## config.mk

```make
export PLATFORM = sky130hd
export DESIGN_NAME = ip_ram_arbiter
export DESIGN_NICKNAME = d
export VERILOG_FILES = /design/src/rtl/ip_ram_arbiter.sv
export SDC_FILE = /design/constraint.sdc
export NUM_CORES = 1
export LEC_CHECK = 0
export BUFFER_PORTS_ARGS = -buffer_cell sky130_fd_sc_hd__buf_2
export CAP_MARGIN = 20
export CORE_ASPECT_RATIO = 1.75
export CORE_MARGIN = 2
export CORE_UTILIZATION = 50
export DETAILED_ROUTE_END_ITERATION = 8
export PLACE_DENSITY = 0.86
export SYNTH_ARGS = -nofsm -noshare
export SYNTH_HDL_FRONTEND = slang
export SYNTH_SLANG_ARGS = --single-unit
export TNS_END_PERCENT = 20
```

## constraint.sdc

```tcl
create_clock -name clk -period 3.93 [get_ports clk]
set_clock_uncertainty 0.2 [all_clocks]
set_input_delay 0.5895 -clock clk [delete_from_list [all_inputs] [get_ports clk]]
set_output_delay 0.5895 -clock clk [all_outputs]
set_load 0.1 [all_outputs]
```

## src/rtl/ip_ram_arbiter.sv

```systemverilog
// ip_ram_arbiter
//   Shares one external RAM controller command port between two requesters
//   (A and B), e.g. two ROM/mapper slot front-ends. Each requester holds
//   rd or wr high as a level for its whole bus cycle. The arbiter turns
//   every assertion into exactly one RAM command. Requests are granted
//   round-robin, and read data is routed back to whichever port issued the
//   read. Only one transaction is outstanding at a time. A read that never
//   gets its data strobe is completed with 8'hFF after TIMEOUT cycles.
//
// Parameters
//   TIMEOUT       cycles spent waiting for read data before forcing 8'hFF (2..255)
//   PRIO_A_FIRST  port that wins the first contended grant after reset (1 = A)
//
// Ports
//   clk, reset                 clock, synchronous active-high reset
//   x_rd / x_wr                level-held read / write request (x = a, b)
//   x_address / x_wdata        request byte address / write data
//   x_busy                     request pending or currently in flight for x
//   x_rdata / x_rdata_en       read data and its one-cycle strobe to x
//   ram_rd / ram_wr            one-cycle command pulses to the RAM controller
//   ram_address / ram_wdata    registered command address / write data
//   ram_busy                   controller cannot take a command this cycle
//   ram_rdata / ram_rdata_en   controller read data and its strobe
module ip_ram_arbiter #(
  parameter int unsigned TIMEOUT      = 64,
  parameter bit          PRIO_A_FIRST = 1'b1
) (
  input  logic        clk,
  input  logic        reset,
  input  logic        a_rd,
  input  logic        a_wr,
  input  logic [21:0] a_address,
  input  logic [7:0]  a_wdata,
  output logic        a_busy,
  output logic [7:0]  a_rdata,
  output logic        a_rdata_en,
  input  logic        b_rd,
  input  logic        b_wr,
  input  logic [21:0] b_address,
  input  logic [7:0]  b_wdata,
  output logic        b_busy,
  output logic [7:0]  b_rdata,
  output logic        b_rdata_en,
  output logic        ram_rd,
  output logic        ram_wr,
  output logic [21:0] ram_address,
  output logic [7:0]  ram_wdata,
  input  logic        ram_busy,
  input  logic [7:0]  ram_rdata,
  input  logic        ram_rdata_en
);

  typedef enum logic [1:0] {
    S_IDLE  = 2'd0,
    S_ISSUE = 2'd1,
    S_WAIT  = 2'd2
  } state_e;

  localparam logic [7:0] TO_LAST = 8'(TIMEOUT - 1);

  state_e      state_q, state_d;
  logic        owner_q, owner_d;       // 0 = A, 1 = B
  logic        is_rd_q, is_rd_d;
  logic [21:0] addr_q, addr_d;
  logic [7:0]  wdata_q, wdata_d;
  logic        served_a_q, served_a_d;
  logic        served_b_q, served_b_d;
  logic        rr_q, rr_d;             // 1 = A wins a contended grant
  logic [7:0]  cnt_q, cnt_d;
  logic        ram_rd_q, ram_rd_d;
  logic        ram_wr_q, ram_wr_d;
  logic [7:0]  a_rdata_q, a_rdata_d;
  logic [7:0]  b_rdata_q, b_rdata_d;
  logic        a_en_q, a_en_d;
  logic        b_en_q, b_en_d;

  logic        act_a, act_b;
  logic        req_a, req_b;
  logic        issue;
  logic        grant_b;
  logic        rd_done;
  logic [7:0]  rdata_sel;

  // A port is active while either level is high; it requests only until
  // its command has gone out, so a held level yields a single transaction.
  assign act_a = a_rd | a_wr;
  assign act_b = b_rd | b_wr;
  assign req_a = act_a & ~served_a_q;
  assign req_b = act_b & ~served_b_q;

  assign issue   = (state_q == S_ISSUE) & ~ram_busy;
  assign rd_done = (state_q == S_WAIT) & (ram_rdata_en | (cnt_q == TO_LAST));

  // Data strobe wins over a timeout landing in the same cycle.
  assign rdata_sel = ram_rdata_en ? ram_rdata : 8'hFF;

  assign a_busy = req_a | ((state_q != S_IDLE) & ~owner_q);
  assign b_busy = req_b | ((state_q != S_IDLE) &  owner_q);

  always_comb begin
    state_d   = state_q;
    owner_d   = owner_q;
    is_rd_d   = is_rd_q;
    addr_d    = addr_q;
    wdata_d   = wdata_q;
    rr_d      = rr_q;
    cnt_d     = cnt_q;
    ram_rd_d  = 1'b0;
    ram_wr_d  = 1'b0;
    a_rdata_d = a_rdata_q;
    b_rdata_d = b_rdata_q;
    a_en_d    = 1'b0;
    b_en_d    = 1'b0;
    grant_b   = 1'b0;

    // Served flags clear whenever the level drops, even mid-transaction,
    // so the next assertion is seen as a fresh request. A drop in the
    // issuing cycle wins over the set.
    served_a_d = act_a & (served_a_q | (issue & ~owner_q));
    served_b_d = act_b & (served_b_q | (issue &  owner_q));

    case (state_q)
      S_IDLE: begin
        if (req_a | req_b) begin
          grant_b = req_b & (~req_a | ~rr_q);
          owner_d = grant_b;
          addr_d  = grant_b ? b_address : a_address;
          wdata_d = grant_b ? b_wdata   : a_wdata;
          // rd and wr together is treated as a read
          is_rd_d = grant_b ? b_rd      : a_rd;
          state_d = S_ISSUE;
        end
      end

      S_ISSUE: begin
        if (!ram_busy) begin
          ram_rd_d = is_rd_q;
          ram_wr_d = ~is_rd_q;
          // Hand priority to the port that did not just issue:
          // owner B (1) gives rr = 1 (A first), owner A (0) gives rr = 0.
          rr_d     = owner_q;
          cnt_d    = 8'd0;
          state_d  = is_rd_q ? S_WAIT : S_IDLE;
        end
      end

      S_WAIT: begin
        if (rd_done) begin
          if (owner_q) begin
            b_rdata_d = rdata_sel;
            b_en_d    = 1'b1;
          end else begin
            a_rdata_d = rdata_sel;
            a_en_d    = 1'b1;
          end
          state_d = S_IDLE;
        end else begin
          cnt_d = cnt_q + 8'd1;
        end
      end

      default: state_d = S_IDLE;
    endcase
  end

  always_ff @(posedge clk) begin
    if (reset) begin
      state_q    <= S_IDLE;
      owner_q    <= 1'b0;
      is_rd_q    <= 1'b0;
      addr_q     <= 22'd0;
      wdata_q    <= 8'd0;
      served_a_q <= 1'b0;
      served_b_q <= 1'b0;
      rr_q       <= PRIO_A_FIRST;
      cnt_q      <= 8'd0;
      ram_rd_q   <= 1'b0;
      ram_wr_q   <= 1'b0;
      a_rdata_q  <= 8'd0;
      b_rdata_q  <= 8'd0;
      a_en_q     <= 1'b0;
      b_en_q     <= 1'b0;
    end else begin
      state_q    <= state_d;
      owner_q    <= owner_d;
      is_rd_q    <= is_rd_d;
      addr_q     <= addr_d;
      wdata_q    <= wdata_d;
      served_a_q <= served_a_d;
      served_b_q <= served_b_d;
      rr_q       <= rr_d;
      cnt_q      <= cnt_d;
      ram_rd_q   <= ram_rd_d;
      ram_wr_q   <= ram_wr_d;
      a_rdata_q  <= a_rdata_d;
      b_rdata_q  <= b_rdata_d;
      a_en_q     <= a_en_d;
      b_en_q     <= b_en_d;
    end
  end

  // Command pulses are registered, so they appear the cycle after the
  // ISSUE cycle that accepted them. The address is latched at grant and
  // only changes on the next grant, so it is stable under the pulse.
  assign ram_rd      = ram_rd_q;
  assign ram_wr      = ram_wr_q;
  assign ram_address = addr_q;
  assign ram_wdata   = wdata_q;
  assign a_rdata     = a_rdata_q;
  assign a_rdata_en  = a_en_q;
  assign b_rdata     = b_rdata_q;
  assign b_rdata_en  = b_en_q;

endmodule

```

==> results.toml, run 1 <==
[finish]
fin_cells = 543
diodes = 0
n_fill_cell = 455
area_delta_synth_final_pct = 31.8
drive_above_1_share_pct = 32.4
finalNetCount = 541

[sta]
finalSetupTns_ns = 0
fin_crit_ns = 2.37
slew-limit-headroom_pct = 38.0
tightest_slew_ns = 0.930
finalMaxSlewViolations = 0
post-route-period-util_pct = 60.3
finalHoldViolCount = 0
rsz0062_at_grt = "false"
setup_viol = 0
hold_ws_ns = 0.265
fmax_mhz = 422

[grt]
first_global_vias = 2754
grt_use_total_pct = 23.7
grt_pass1_wl_mm = 11.3
grt.overflow.total = 0
antenna_found_initial = 0
grt_max_degree = 64

[synthesis]
ys_ff_latch = 65
yosys_warnings = 0
synth_cells = 346
syn_nets = 423
yosysUniqueCellTypes = 38
syn_area_um2 = 2760
ys_seq_area_share_pct = 47.1
avgSynthCellArea_um2 = 7.98

[power]
p_int_uw = 1160
switching_power_uw = 695
leakage_uw = 0.00171
powerDensity_nw_per_um2 = 510
p_comb_share_pct = 29.4
clkPwrFrac_pct = 31.1
seq_power_share_pct = 39.5
ir_drop_v = 0.000396
switching_share_pct = 37.4

[placement]
gp_congestion = 0.828
hpwl_mm = 5.08
place_inst = 527
numPortBuffers = 127

[detailed_routing]
vias_per_cell = 5.26
drc = 0
ant_nets = 0
wl_met3_um = 457
drt-met1-wl_mm = 2.65
drt-total-wl_mm = 6.86
via_count = 2858
wl_met2_mm = 3.63
drt-wirelength-per-cell_um = 12.6
drtIter0Drc = 98
routed.top_layer = "met4"
dr.pass1.iters = 4

[status]
status = "finished, final reports clean"

[clock_tree]
post_cts_buffers = 0
clockBufferDepth = 2
cts.sink_count = 65
cts_tree = "yes"
cts_hold_buf = 0
clock_latency_ns = 0.33
htreeDepth = 3
post_cts_resized = 0
cts_inserted_buffers = 9
clk_pin_slew_ns = 0.06
cts_root_buffer = "clkbuf_8"

[die]
core_area_um2 = 5300
num_io_pins = 128
start_util_pct = 52.1
die_y_um = 102
num_rows = 35
die_w_um = 60.2
die-area_um2 = 6160

[critical_path]
crit_arrival_ns = 2.43
cp.required_ns = 3.99
cp_max_fo = 60
worst-setup-path-type = "input pin to flip-flop"
cp-end-kind = "flip-flop"
startpoint_type = "input pin"

[hold_path]
min_path_type = "flip-flop to flip-flop"

[job]
maxCapViolCount = 0
-- power groups by stage --
stage | sequential (uW) | clock, uW | combinational, uW
after CTS | 734 | 589 | 548
after floorplan | 1030 | 0 | 152
after detailed placement | 747 | 0 | 549
after global routing | 740 | 624 | 578
after global placement | 747 | 0 | 542
final | 734 | 577 | 546
-- worst max-delay path, stage by stage --
cell and delay, ns:
buf_2 0.39, or3b_2 0.61, a211oi_1 0.50, a41oi_1 0.18
a31oi_1 0.15
-- final cells by class --
type	instances	area [um^2]	share of cell area [%]
Inverter	6	22.5	0.618
Multi-Input combinational cell	253	1370	37.5
Sequential cell	65	1300	35.7
Tap cell	74	92.6	2.54
Timing Repair Buffer	129	651	17.9
Clock buffer	14	173	4.74
Clock inverter	2	35.0	0.962
-- metal layers --
layer	global-route usage (%)	up-vias
li1	-	1447
met1	24.5	1278
met2	42.7	118
met3	7.34	15
met4	9.74	0
met5	0	-
-- layout by cell type, fill, tap and decap left out, types with 6 or more instances in the layout --
master / count
inv_1: 6
nor2_1: 54
dfxtp_1: 65
clkbuf_8: 12
nand2_1: 75
nand2b_1: 16
a311oi_1: 31
buf_2: 127
nand3_1: 10
a21oi_1: 22
-- synthesized netlist by cell type --
cell,n,share of area [%]
or2_2,1,0.23
a2111o_1,1,0.41
a21boi_2,1,0.41
a41oi_1,2,0.63
nor2_1,54,7.3
nor4_1,1,0.23
and3_1,1,0.23
mux2i_1,1,0.36
a31o_2,1,0.32
o21ba_2,1,0.36
a21o_1,1,0.27
or3_1,1,0.23
nand2_1,75,10
dfxtp_1,65,47
a22oi_1,1,0.27
o21a_1,1,0.27
clkbuf_1,22,3.0
nand3b_1,2,0.54
nor3_1,4,0.72
a211oi_1,1,0.27
a2111oi_0,1,0.32
o21bai_1,2,0.54
or3b_2,2,0.63
ha_1,1,0.45
a31oi_1,4,0.91
or4_1,1,0.27
nand2b_1,16,3.6
and4bb_4,1,0.59
nor3b_1,3,0.82
o311ai_0,1,0.32
nand3_1,10,1.8
o31ai_1,1,0.27
o21ai_0,4,0.72
a21o_2,1,0.32
nor2b_1,1,0.23
a21oi_1,23,4.2
a311oi_1,31,9.8
inv_1,6,0.82
-- per-stage QoR --
step | setup WS (ns) | power, uW | utilization, % | cell area [um^2]
3_5_place_dp | 1.26 | 1300 | 64.8 | 3430
5_1_grt | 1.30 | 1940 | 68.7 | 3640
3_3_place_gp | 1.28 | 1290 | 64.8 | 3430
4_1_cts | 1.55 | 1870 | 68.7 | 3640
2_1_floorplan | 0.444 | 1180 | - | 2760
6_report | 1.56 | 1860 | 68.7 | 3640
-- path summary, 6_finish.rpt --
check,depth (start not counted),to,slack (ns),from
worst min-delay path,2,b_rdata[4],0.27,b_rdata[4]
worst max register to register,5,cnt_q[5],1.67,cnt_q[0]
worst min register to register,2,b_rdata[4],0.27,b_rdata[4]
worst max-delay path,5,cnt_q[6],1.56,reset
-- sequential cells by signal, summed over array words and instances (netlist names) --
register / count
b_rdata_en: 1
a_rdata: 8
cnt_q: 8
is_rd_q: 1
ram_address: 22
ram_rd: 1
rr_q: 1
b_rdata: 8
ram_wdata: 8
a_rdata_en: 1
owner_q: 1
state_q: 2
ram_wr: 1
served_b_q: 1
served_a_q: 1
-- cells by family (layout without fill, tap and decap cells) --
group	Yosys count	after routing	share of synthesized area, %
adders and majority gates	1	1	0.453
AOI/OAI and AO/OA	78	78	20.6
buffers and inverters	28	151	3.80
DFF	65	65	47.1
muxes	1	1	0.362
and+or+nand+nor	173	173	27.7
No activity file was read; power rests on OpenSTA's default activity.
==> run 2, diff against run 1 <==
- CORE_UTILIZATION: 50 -> 42
- PLACE_DENSITY: 0.86 -> 0.77
- clock period: 3.93 -> 1.99 ns (I/O delays scaled with it)
==> run 2 against run 1 <==
  * Via count rose by 3.1%
  * Clock power rose by 140%
  * Register-to-register slack got worse by 1.6 ns
  * Design area rose by 7.3%
  * Combinational power rose by 110%
  * Routed wire length rose by 9.0%
  * Non-clock buffer count rose by 22
  * Flip-flop and latch count did not move
  * Die area rose by 18%
  * First-iteration DRC count rose by 35%
  * Core utilization fell by 8.1 points
  * Critical path depth did not move
  * Critical path type is now flip-flop to flip-flop
  * Critical endpoint is now cnt_q[5]
  * Largest power group unchanged
  * Highest routed layer unchanged
==> results.toml, run 2 (synthesis gave the netlist of run 1 again) <==
[clock_tree]
cts_hold_buf = 0
cts.sink_count = 65
cts_root_buffer = "clkbuf_16"
clk_pin_slew_ns = 0.05
post_cts_buffers = 0
htreeDepth = 3
cts_tree = "yes"
clockBufferDepth = 2
cts_inserted_buffers = 9
clock_latency_ns = 0.32

[sta]
hold_ws_ns = 0.0334
slew-limit-headroom_pct = 63.0
finalHoldViolCount = 0
post-route-period-util_pct = 98.6
tightest_slew_ns = 0.555
finalMaxSlewViolations = 0
fin_crit_ns = 1.96
rsz0062_at_grt = "true"
fmax_mhz = 510
setup_viol = 0

[placement]
hpwl_mm = 5.54
gp_congestion = 0.876
numPortBuffers = 127

[detailed_routing]
drt-total-wl_mm = 7.48
drc = 0
drtIter0Drc = 132
via_count = 2947
ant_nets = 0
drt-wirelength-per-cell_um = 13.1
dr.pass1.iters = 5
vias_per_cell = 5.15

[power]
powerDensity_nw_per_um2 = 1010
power_uw = 3950
leakage_uw = 0.00185
ir_drop_v = 0.000664

[finish]
n_fill_cell = 609
postLayoutCoreUtil_pct = 60.7
finalNetCount = 563
diodes = 0
final_common_cell = "buf_2"
drive_above_1_share_pct = 35.3
area_delta_synth_final_pct = 41.5
largest_reg_flops = 22
final_cell_mix = "buf_2 (125), nand2_1 (75), dfxtp_1 (65), nor2_1 (54), a311oi_1 (31)"

[die]
num_io_pins = 128
core_area_um2 = 6440
num_rows = 39
die_w_um = 65.3
die_y_um = 111
die-area_um2 = 7270
start_util_pct = 42.9

[status]
status = "finished, final reports clean"

[critical_path]
path_cells = "ha_2, and3_4, a2111o_1, or4_1, a31oi_1"
reg2reg_to = "cnt_q[5]"
reg2reg_slack_ns = 0.03
cp.required_ns = 2.03
cp-end-kind = "flip-flop"
crit_arrival_ns = 2.01
startpoint_type = "flip-flop"
cp_slowest_cell = "or4_1"
worst-setup-path-type = "flip-flop to flip-flop"
cp_max_fo = 2
cpPeakStageDelay_ns = 0.47
reg2reg_from = "cnt_q[0]"
reg2regPathDepth = 5

[grt]
first_global_vias = 2818
antenna_found_initial = 0
grt_max_degree = 59
grt_pass1_wl_mm = 12.5
grt_use_total_pct = 21.7
grt.overflow.total = 0

[hold_path]
min_path_type = "input pin to flip-flop"
min_from = "a_address[5]"
min_to = "ram_address[5]"
whs_path_depth = 3

[job]
maxCapViolCount = 0
[run 2: cell count changes in the layout (fill, tap and decap cells not counted), moves of 2 or more]
cell       delta
buf_12        +2
clkbuf_8     -11
buf_4        +20
clkbuf_16     +9
clkbuf_4      +2
clkbuf_1      +3
buf_2         -2
[run 2: layout make-up]
type,instances,area [um^2],area share [%]
tap,82,103,2.62
sequential,65,1300,33.3
multi-input combinational,253,1380,35.3
timing repair buffer,151,846,21.6
clock buffer,15,258,6.59
inverter,6,22.5,0.576
[run 2: how the worst max path moves through the flow]
stage	cells after the start	slack, ns	endpoint	start
after floorplan	5	-0.11	cnt_q[5]	cnt_q[0]
after global placement	5	0.04	cnt_q[5]	cnt_q[0]
after detailed placement	5	-0.01	cnt_q[5]	cnt_q[0]
after CTS	5	0.01	cnt_q[5]	cnt_q[0]
after global routing	4	-0.01	cnt_q[5]	cnt_q[6]
final	5	0.03	cnt_q[5]	cnt_q[0]
[run 2: critical path, delay by kind of cell (launching register included)]
| family | cells | cell delay [ns] |
|---|---|---|
| AOI/OAI and AO/OA | 2 | 0.55 |
| and+or+nand+nor | 2 | 0.65 |
| adders and majority gates | 1 | 0.18 |
| DFF | 1 | 0.31 |
[run 2: power by group]
group | internal (uW) | leakage (uW) | switching [uW] | total, uW
combinational | 258 | 0.00119 | 878 | 1140
clock | 870 | 0.000124 | 502 | 1370
sequential | 1400 | 0.000533 | 45.2 | 1440
total | 2520 | 0.00185 | 1420 | 3950
[run 2: routing by layer]
layer	routed length, um	vias up	GRT usage [%]
met1	2910	1322	23.1
met3	469	15	6.70
met5	0	-	0
met4	161	0	9.17
li1	-	1492	-
met2	3940	118	38.4
[run 2: timing repair]
action,in CTS,in global routing
endpoints found under the hold margin,0,0
gates cloned,0,0
gates resized for setup,0,4
pin swaps,1,1
endpoints found under the setup margin,1,3
[run 2: per-stage QoR]
stage,cells,setup TNS [ns],area (um^2),setup slack [ns]
floorplan,346,-0.112,2770,-0.112
global route,572,-0.0122,3910,-0.0122
finish,572,0,3910,0.0286
detailed placement,557,-0.0130,3640,-0.0130
global placement,557,0,3640,0.0394
CTS,572,0,3900,0.00976
